**src/rtl/float_pkg.sv**
```systemverilog
// -----------------------------------------------------------------------------
// float_pkg
// Shared types and constants for the floating-point normalise/round slice.
//   float_t    : IEEE-754 single-precision word {sign, exp[7:0], frac[22:0]}
//   raw_sum_t  : unnormalised adder result {sign, exp[9:0] signed, mant[27:0]}
//   norm_t     : stage-1 result, hidden bit at mant[26], G/R/S at mant[2:0]
// -----------------------------------------------------------------------------
package float_pkg;

  localparam int BIAS       = 127;
  localparam int EXP_MAX    = 255;
  localparam int RAW_MANT_W = 28;
  localparam int NORM_EXP_W = 12;
  localparam logic [31:0] QNAN = 32'h7FC0_0000;

  typedef struct packed {
    logic        sign;
    logic [7:0]  exp;
    logic [22:0] frac;
  } float_t;

  typedef struct packed {
    logic                  sign;
    logic [9:0]            exp;
    logic [RAW_MANT_W-1:0] mant;
  } raw_sum_t;

  // Exponent is widened so that +1 / -27 adjustments on a 10-bit signed
  // input can never wrap before the range checks in stage 2.
  typedef struct packed {
    logic                  sign;
    logic                  nan;
    logic                  inf;
    logic                  zero;
    logic [NORM_EXP_W-1:0] exp;
    logic [26:0]           mant;
  } norm_t;

endpackage

```
**src/rtl/fp_lzc.sv**
```systemverilog
// -----------------------------------------------------------------------------
// fp_lzc
// Combinational 27-bit leading-zero counter.
//   value : input word, bit 26 is the most significant position
//   count : number of zeros above the highest set bit (27 when value == 0)
// -----------------------------------------------------------------------------
module fp_lzc (
  input  logic [26:0] value,
  output logic [4:0]  count
);

  // Ascending scan: the last (highest) set bit found wins.
  always_comb begin
    count = 5'd27;
    for (int i = 0; i <= 26; i++) begin
      if (value[i]) count = 5'(26 - i);
    end
  end

endmodule

```
**src/rtl/fp_norm_round.sv**
```systemverilog
// -----------------------------------------------------------------------------
// fp_norm_round
// Two-stage normalise-and-round back end for a single-precision adder.
// Stage 1 normalises the raw sum (carry shift-right or LZC shift-left),
// stage 2 rounds (RNE or truncate) and packs, handling overflow to
// infinity, flush-to-zero, NaN and infinity. Valid/ready on both sides.
//
// Parameters:
//   RNE       : 1 = round-to-nearest-even, 0 = truncate
// Optional build macro:
//   FP_NORM_FLAGS_EN : adds flags_o {overflow, underflow, inexact}
// Ports:
//   clk_i, rst_ni            : clock, async active-low reset
//   valid_i / ready_o        : input handshake
//   in_sign_i, in_exp_i,
//   in_mant_i, in_nan_i,
//   in_inf_i                 : raw sum from the adder
//   valid_o / ready_i        : output handshake
//   out_o                    : packed float_t result
//   flags_o                  : exception flags (FP_NORM_FLAGS_EN only)
// -----------------------------------------------------------------------------
module fp_norm_round
  import float_pkg::*;
#(
  parameter bit RNE = 1'b1
) (
  input  logic                  clk_i,
  input  logic                  rst_ni,
  input  logic                  valid_i,
  output logic                  ready_o,
  input  logic                  in_sign_i,
  input  logic [9:0]            in_exp_i,
  input  logic [RAW_MANT_W-1:0] in_mant_i,
  input  logic                  in_nan_i,
  input  logic                  in_inf_i,
  output logic                  valid_o,
  input  logic                  ready_i,
  output float_t                out_o
`ifdef FP_NORM_FLAGS_EN
  ,
  output logic [2:0]            flags_o
`endif
);

  localparam logic signed [NORM_EXP_W-1:0] EXP_LIMIT = NORM_EXP_W'(EXP_MAX);

  raw_sum_t              raw;
  logic [4:0]            lz;
  logic [NORM_EXP_W-1:0] exp_ext;
  norm_t                 norm;
  norm_t                 s1;
  logic                  s1_valid;
  logic                  s2_valid;
  logic                  s1_adv;
  logic                  s2_adv;

  logic [22:0]           frac;
  logic                  guard;
  logic                  round_bit;
  logic                  sticky;
  logic                  round_up;
  logic [23:0]           frac_inc;
  logic [22:0]           frac_fin;
  logic [NORM_EXP_W-1:0] exp_fin;
  float_t                result;
`ifdef FP_NORM_FLAGS_EN
  logic [2:0]            flags_next;
`endif

  // A stage may load when it is empty or its contents leave this cycle,
  // so a full pipe keeps streaming one result per cycle.
  assign s2_adv  = !s2_valid || ready_i;
  assign s1_adv  = !s1_valid || s2_adv;
  assign ready_o = s1_adv;
  assign valid_o = s2_valid;

  assign raw     = '{sign: in_sign_i, exp: in_exp_i, mant: in_mant_i};
  assign exp_ext = {{(NORM_EXP_W-10){raw.exp[9]}}, raw.exp};

  fp_lzc u_lzc (
    .value (raw.mant[26:0]),
    .count (lz)
  );

  // Stage 1 normalisation: bring the leading one to bit 26.
  // The carry case keeps the dropped bit alive in sticky.
  always_comb begin
    norm      = '0;
    norm.sign = raw.sign;
    norm.nan  = in_nan_i;
    norm.inf  = in_inf_i;
    norm.exp  = exp_ext;
    if (raw.mant[27]) begin
      norm.mant = {raw.mant[27:2], raw.mant[1] | raw.mant[0]};
      norm.exp  = exp_ext + NORM_EXP_W'(1);
    end else if (raw.mant[26:0] != 27'd0) begin
      norm.mant = raw.mant[26:0] << lz;
      norm.exp  = exp_ext - NORM_EXP_W'(lz);
    end else begin
      norm.zero = 1'b1;
    end
  end

  always_ff @(posedge clk_i or negedge rst_ni) begin
    if (!rst_ni) begin
      s1_valid <= 1'b0;
      s1       <= '0;
    end else if (s1_adv) begin
      s1_valid <= valid_i;
      if (valid_i) s1 <= norm;
    end
  end

  // Stage 2 rounding and packing. A rounding carry out of the fraction
  // leaves 1.000... so the fraction clears and the exponent bumps.
  always_comb begin
    frac      = s1.mant[25:3];
    guard     = s1.mant[2];
    round_bit = s1.mant[1];
    sticky    = s1.mant[0];
    round_up  = RNE && guard && (round_bit || sticky || frac[0]);
    frac_inc  = {1'b0, frac} + 24'd1;
    frac_fin  = frac;
    exp_fin   = s1.exp;
    if (round_up) begin
      if (frac_inc[23]) begin
        frac_fin = '0;
        exp_fin  = s1.exp + NORM_EXP_W'(1);
      end else begin
        frac_fin = frac_inc[22:0];
      end
    end

`ifdef FP_NORM_FLAGS_EN
    flags_next = 3'b000;
`endif
    if (s1.nan) begin
      result = QNAN;
    end else if (s1.inf) begin
      result = '{sign: s1.sign, exp: 8'hFF, frac: 23'd0};
    end else if (s1.zero) begin
      result = '{sign: s1.sign, exp: 8'h00, frac: 23'd0};
    end else if ($signed(exp_fin) >= EXP_LIMIT) begin
      result = '{sign: s1.sign, exp: 8'hFF, frac: 23'd0};
`ifdef FP_NORM_FLAGS_EN
      flags_next = 3'b101;
`endif
    end else if ($signed(exp_fin) <= $signed(NORM_EXP_W'(0))) begin
      result = '{sign: s1.sign, exp: 8'h00, frac: 23'd0};
`ifdef FP_NORM_FLAGS_EN
      flags_next = 3'b011;
`endif
    end else begin
      result = '{sign: s1.sign, exp: exp_fin[7:0], frac: frac_fin};
`ifdef FP_NORM_FLAGS_EN
      flags_next = {2'b00, guard | round_bit | sticky};
`endif
    end
  end

  // Output register only changes when the stage advances, so a stalled
  // result stays stable until the consumer takes it.
  always_ff @(posedge clk_i or negedge rst_ni) begin
    if (!rst_ni) begin
      s2_valid <= 1'b0;
      out_o    <= '0;
`ifdef FP_NORM_FLAGS_EN
      flags_o  <= 3'b000;
`endif
    end else if (s2_adv) begin
      s2_valid <= s1_valid;
      if (s1_valid) begin
        out_o   <= result;
`ifdef FP_NORM_FLAGS_EN
        flags_o <= flags_next;
`endif
      end
    end
  end

endmodule
```
**config.mk**
```make
export PLATFORM = sky130hd
export DESIGN_NAME = fp_norm_round
export DESIGN_NICKNAME = d
export VERILOG_FILES = /design/src/rtl/float_pkg.sv /design/src/rtl/fp_lzc.sv /design/src/rtl/fp_norm_round.sv
export SDC_FILE = /design/constraint.sdc
export NUM_CORES = 1
export LEC_CHECK = 0
export CORE_MARGIN = 1
export CORE_UTILIZATION = 55
export CTS_CLUSTER_DIAMETER = 30
export CTS_CLUSTER_SIZE = 40
export DETAILED_ROUTE_END_ITERATION = 10
export DONT_BUFFER_PORTS = 1
export PLACE_DENSITY = 0.7
export SYNTH_ARGS = -nofsm -noshare
export SYNTH_HDL_FRONTEND = slang
export SYNTH_HIERARCHICAL = 1
export SYNTH_SLANG_ARGS = --single-unit
export TNS_END_PERCENT = 1
```
**constraint.sdc**
```tcl
create_clock -name clk_i -period 5.8 [get_ports clk_i]
set_clock_uncertainty 0.05 [all_clocks]
set_input_delay 1.74 -clock clk_i [delete_from_list [all_inputs] [get_ports clk_i]]
set_output_delay 1.74 -clock clk_i [all_outputs]
set_load 0.02 [all_outputs]
```
==> flow_summary_export.csv <==
group,metric,value,unit
die,die_height,107,um
detailed_routing,vias_per_cell,6.64,
placed_design,portBuffers,0,
setup_path,crit_start,"in_mant_i[19]",
setup_path,cp_slowest_cell,"nor4_1",
detailed_routing,wl,16700,um
global_routing,first_global_vias,5231,
clock_tree,cts_hold_buf,0,
synth,ys_warn_count,6,
cells_and_area,regArea,1880,sq um
power_and_ir_drop,leakage,2.48,nW
power_and_ir_drop,p_per_area,241,nW/um^2
setup_path,end_kind,"register",
detailed_routing,wl_met1,7250,um
power_and_ir_drop,ir_worst_vdd,0.163,mV
detailed_routing,drtIter0Drc,407,
placed_design,routabilityCongestion,1.06,
timing,slew_violations,0,
placed_design,hpwl,12400,um
setup_path,worstSetupPathType,"input pin to register",
setup_path,cpPeakStageDelay,470,ps
worst_hold_path,min_from,"s1[42]$_DFFE_PN0P_",
cells_and_area,area_delta_synth_final,4.76,%
clock_tree,cts_tree,"yes",
setup_path,r2r_start,"frac[15]$_DFFE_PN0P_",
timing,relSlewSlack,0.317,
synth,ys.flop_type,"dfrtp_1",
setup_path,cp_data_required_time,6010,ps
clock_tree,clock_sinks,75,
die,dieArea,11500,sq um
power_and_ir_drop,p_clk_frac,0.303,
synth,syn_area,6090,sq um
timing,fin_crit_sh,0.813,
detailed_routing,dr_wl_met2,7740,um
worst_hold_path,min_path_type,"register to register",
timing,tightest_slew,1020,ps
cells_and_area,multi_input_area,3960,sq um
status,status,"finished with violations",
power_and_ir_drop,switching_share,0.328,
timing,fmax,0.212,GHz
synth,syn_avg_cell_area,8.47,sq um
setup_path,path_max_fanout,18,
synth,synth_edf_count,0,
synth,synth_area_leaders,"dfrtp_1 (31%), mux4_2 (8.5%), nand2_1 (8.1%)",
clock_tree,clock_latency,350,ps
clock_tree,clockBufferDepth,2,
synth,synth_top_area_frac,0.308,
clock_tree,post_cts_buffers,0,
setup_path,crit_chain,"nor4_1, nand3_1, nor2_1, buf_4, clkinv_1, ha_1, o21ai_0, a21boi_0, o41ai_1, o21ai_0, xor2_1, o21ai_0",
cells_and_area,layout_commonest_cell,"nand2_1",
die,io_pins,79,
detailed_routing,drc,2,
synth,synthArstFlopShare,1.00,
setup_path,start_kind,"input pin",
power_and_ir_drop,p_comb_frac,0.234,
power_and_ir_drop,switching_power,0.504,mW
synth,syn_inst,719,
cells_and_area,final_nets,746,
clock_tree,root_buffer,"clkbuf_8",
die,die_w,107,um
global_routing,grt_start_max_net_pins,76,
cells_and_area,fin_area,6380,sq um
detailed_routing,vias,5550,
die,start_util,0.564,
status,violations,"design-rule violations",
detailed_routing,antenna_left,0,
job,cap_violations,0,
synth,synth_nets,773,
setup_path,cpMostUsedCell,"o21ai_0",
die,core,10800,sq um
placed_design,placed_area,6150,sq um
die,num_rows,38,
power_and_ir_drop,pwr-share-seq,0.463,
synth,synth.distinct_cells,72,
timing,finalCriticalPeriod,4720,ps
timing,rsz0062_at_grt,"false",
detailed_routing,top_layer_used,"met4",
power_and_ir_drop,power.internal,1.03,mW
cells_and_area,antenna_cells,0,
global_routing,globalRouteOverflowTotal,0,
synth,synth_top_area_cell,"dfrtp_1",
timing,tns,0,ps
cells_and_area,mostFrequentLayoutCells,"nand2_1 (131), dfrtp_1 (75), o21ai_0 (67)",
setup_path,crit_arrival,4930,ps
detailed_routing,firstDrtPassIters,8,
clock_tree,cts_resized,0,
detailed_routing,wire_per_inst,20.0,um
timing,holdWs,448,ps
global_routing,grt_pass1_wl,26800,um
cells_and_area,layout-drive-gt1-share,0.115,
synth,synth-seq-cells,75,
clock_tree,clk_pin_slew,70,ps
detailed_routing,wl_met3,1300,um
synth,synth.yosys.seq_area_share,0.308,
global_routing,antenna_found_initial,0,
clock_tree,htreeDepth,3,
timing,setup-violations-final,0,
cells_and_area,nFillCells,978,
global_routing,grt_usage,0.299,
clock_tree,numCtsBuffers,9,
timing,final_hold_viol_count,0,
==> cells by family after synthesis <==
logic type,Yosys count,share of synthesized area
muxes,49,0.128
adders and majority gates,9,0.0197
buffers and inverters,68,0.0448
and+or+nand+nor,302,0.243
xor gates and xnor gates,33,0.0474
AOI/OAI and AO/OA,183,0.209
DFF,75,0.308
==> area by class of cell <==
class | instances | area share
well taps | 140 | 0.0274
flip-flops and latches | 75 | 0.294
clock buffers | 9 | 0.0194
multi-input cells | 576 | 0.621
inverters | 23 | 0.0135
repair buffers | 7 | 0.00823
clock inverters | 6 | 0.0165
==> metrics by stage <==
stage	std cells	setup slack, ps	power, mW	util
2_1_floorplan	719	797	0.986	-
3_3_place_gp	821	914	1.06	0.570
3_5_place_dp	821	858	1.08	0.570
4_1_cts	836	1240	1.54	0.591
5_1_grt	836	828	1.62	0.591
6_report	836	1080	1.54	0.591
==> power groups by stage <==
stage / logic [mW] / registers (mW) / clock network [mW]
after CTS: 0.357 / 0.710 / 0.475
after global placement: 0.349 / 0.715 / 0
after global routing: 0.400 / 0.724 / 0.496
after detailed placement: 0.355 / 0.720 / 0
final: 0.360 / 0.712 / 0.466
after floorplan: 0.311 / 0.675 / 0
==> final timing paths <==
path | cells past startpoint | to | slack (ps)
worst max-delay path | 12 | s1[35]$_DFFE_PN0P_ | 1080
worst min-delay path | 2 | s1[42]$_DFFE_PN0P_ | 450
worst max register to register | 8 | out_o[5]$_DFFE_PN0P_ | 2090
worst min register to register | 2 | s1[42]$_DFFE_PN0P_ | 450
max in group asynchronous | 0 | s1[32]$_DFFE_PN0P_ | 4510
min in group asynchronous | 0 | out_o[23]$_DFFE_PN0P_ | 1030
==> worst max-delay path: cells and delay by family <==
family | cells | cell delay [ps]
and+or+nand+nor | 3 | 780
AOI/OAI and AO/OA | 5 | 1100
adders and majority gates | 1 | 460
xor gates and xnor gates | 1 | 180
buffers and inverters | 2 | 670
==> layer usage <==
| layer | global-route usage | up-vias |
|---|---|---|
| met2 | 0.465 | 258 |
| li1 | - | 2625 |
| met1 | 0.405 | 2635 |
| met4 | 0.114 | 0 |
| met5 | 0 | - |
| met3 | 0.0705 | 32 |
==> state kept, by name, indices dropped and copies added, names as in the netlist <==
name,cells
frac,23
guard,1
out_o,32
round_bit,1
s1,16
s1_valid,1
valid_o,1
==> cells in the mapped netlist, drive strengths merged (10+ instances only) <==
library cell  number
a21oi             26
nand4             15
nor3              15
o31ai             14
or3               10
mux4              23
clkbuf            30
buf               15
mux2i             23
nand3             22
xnor2             15
xor2              18
nor4              22
nand2            132
a22oi             15
dfrtp             75
and3              10
o21ai             69
inv               20
nor2              43
Power figures use the tool's default switching activity.
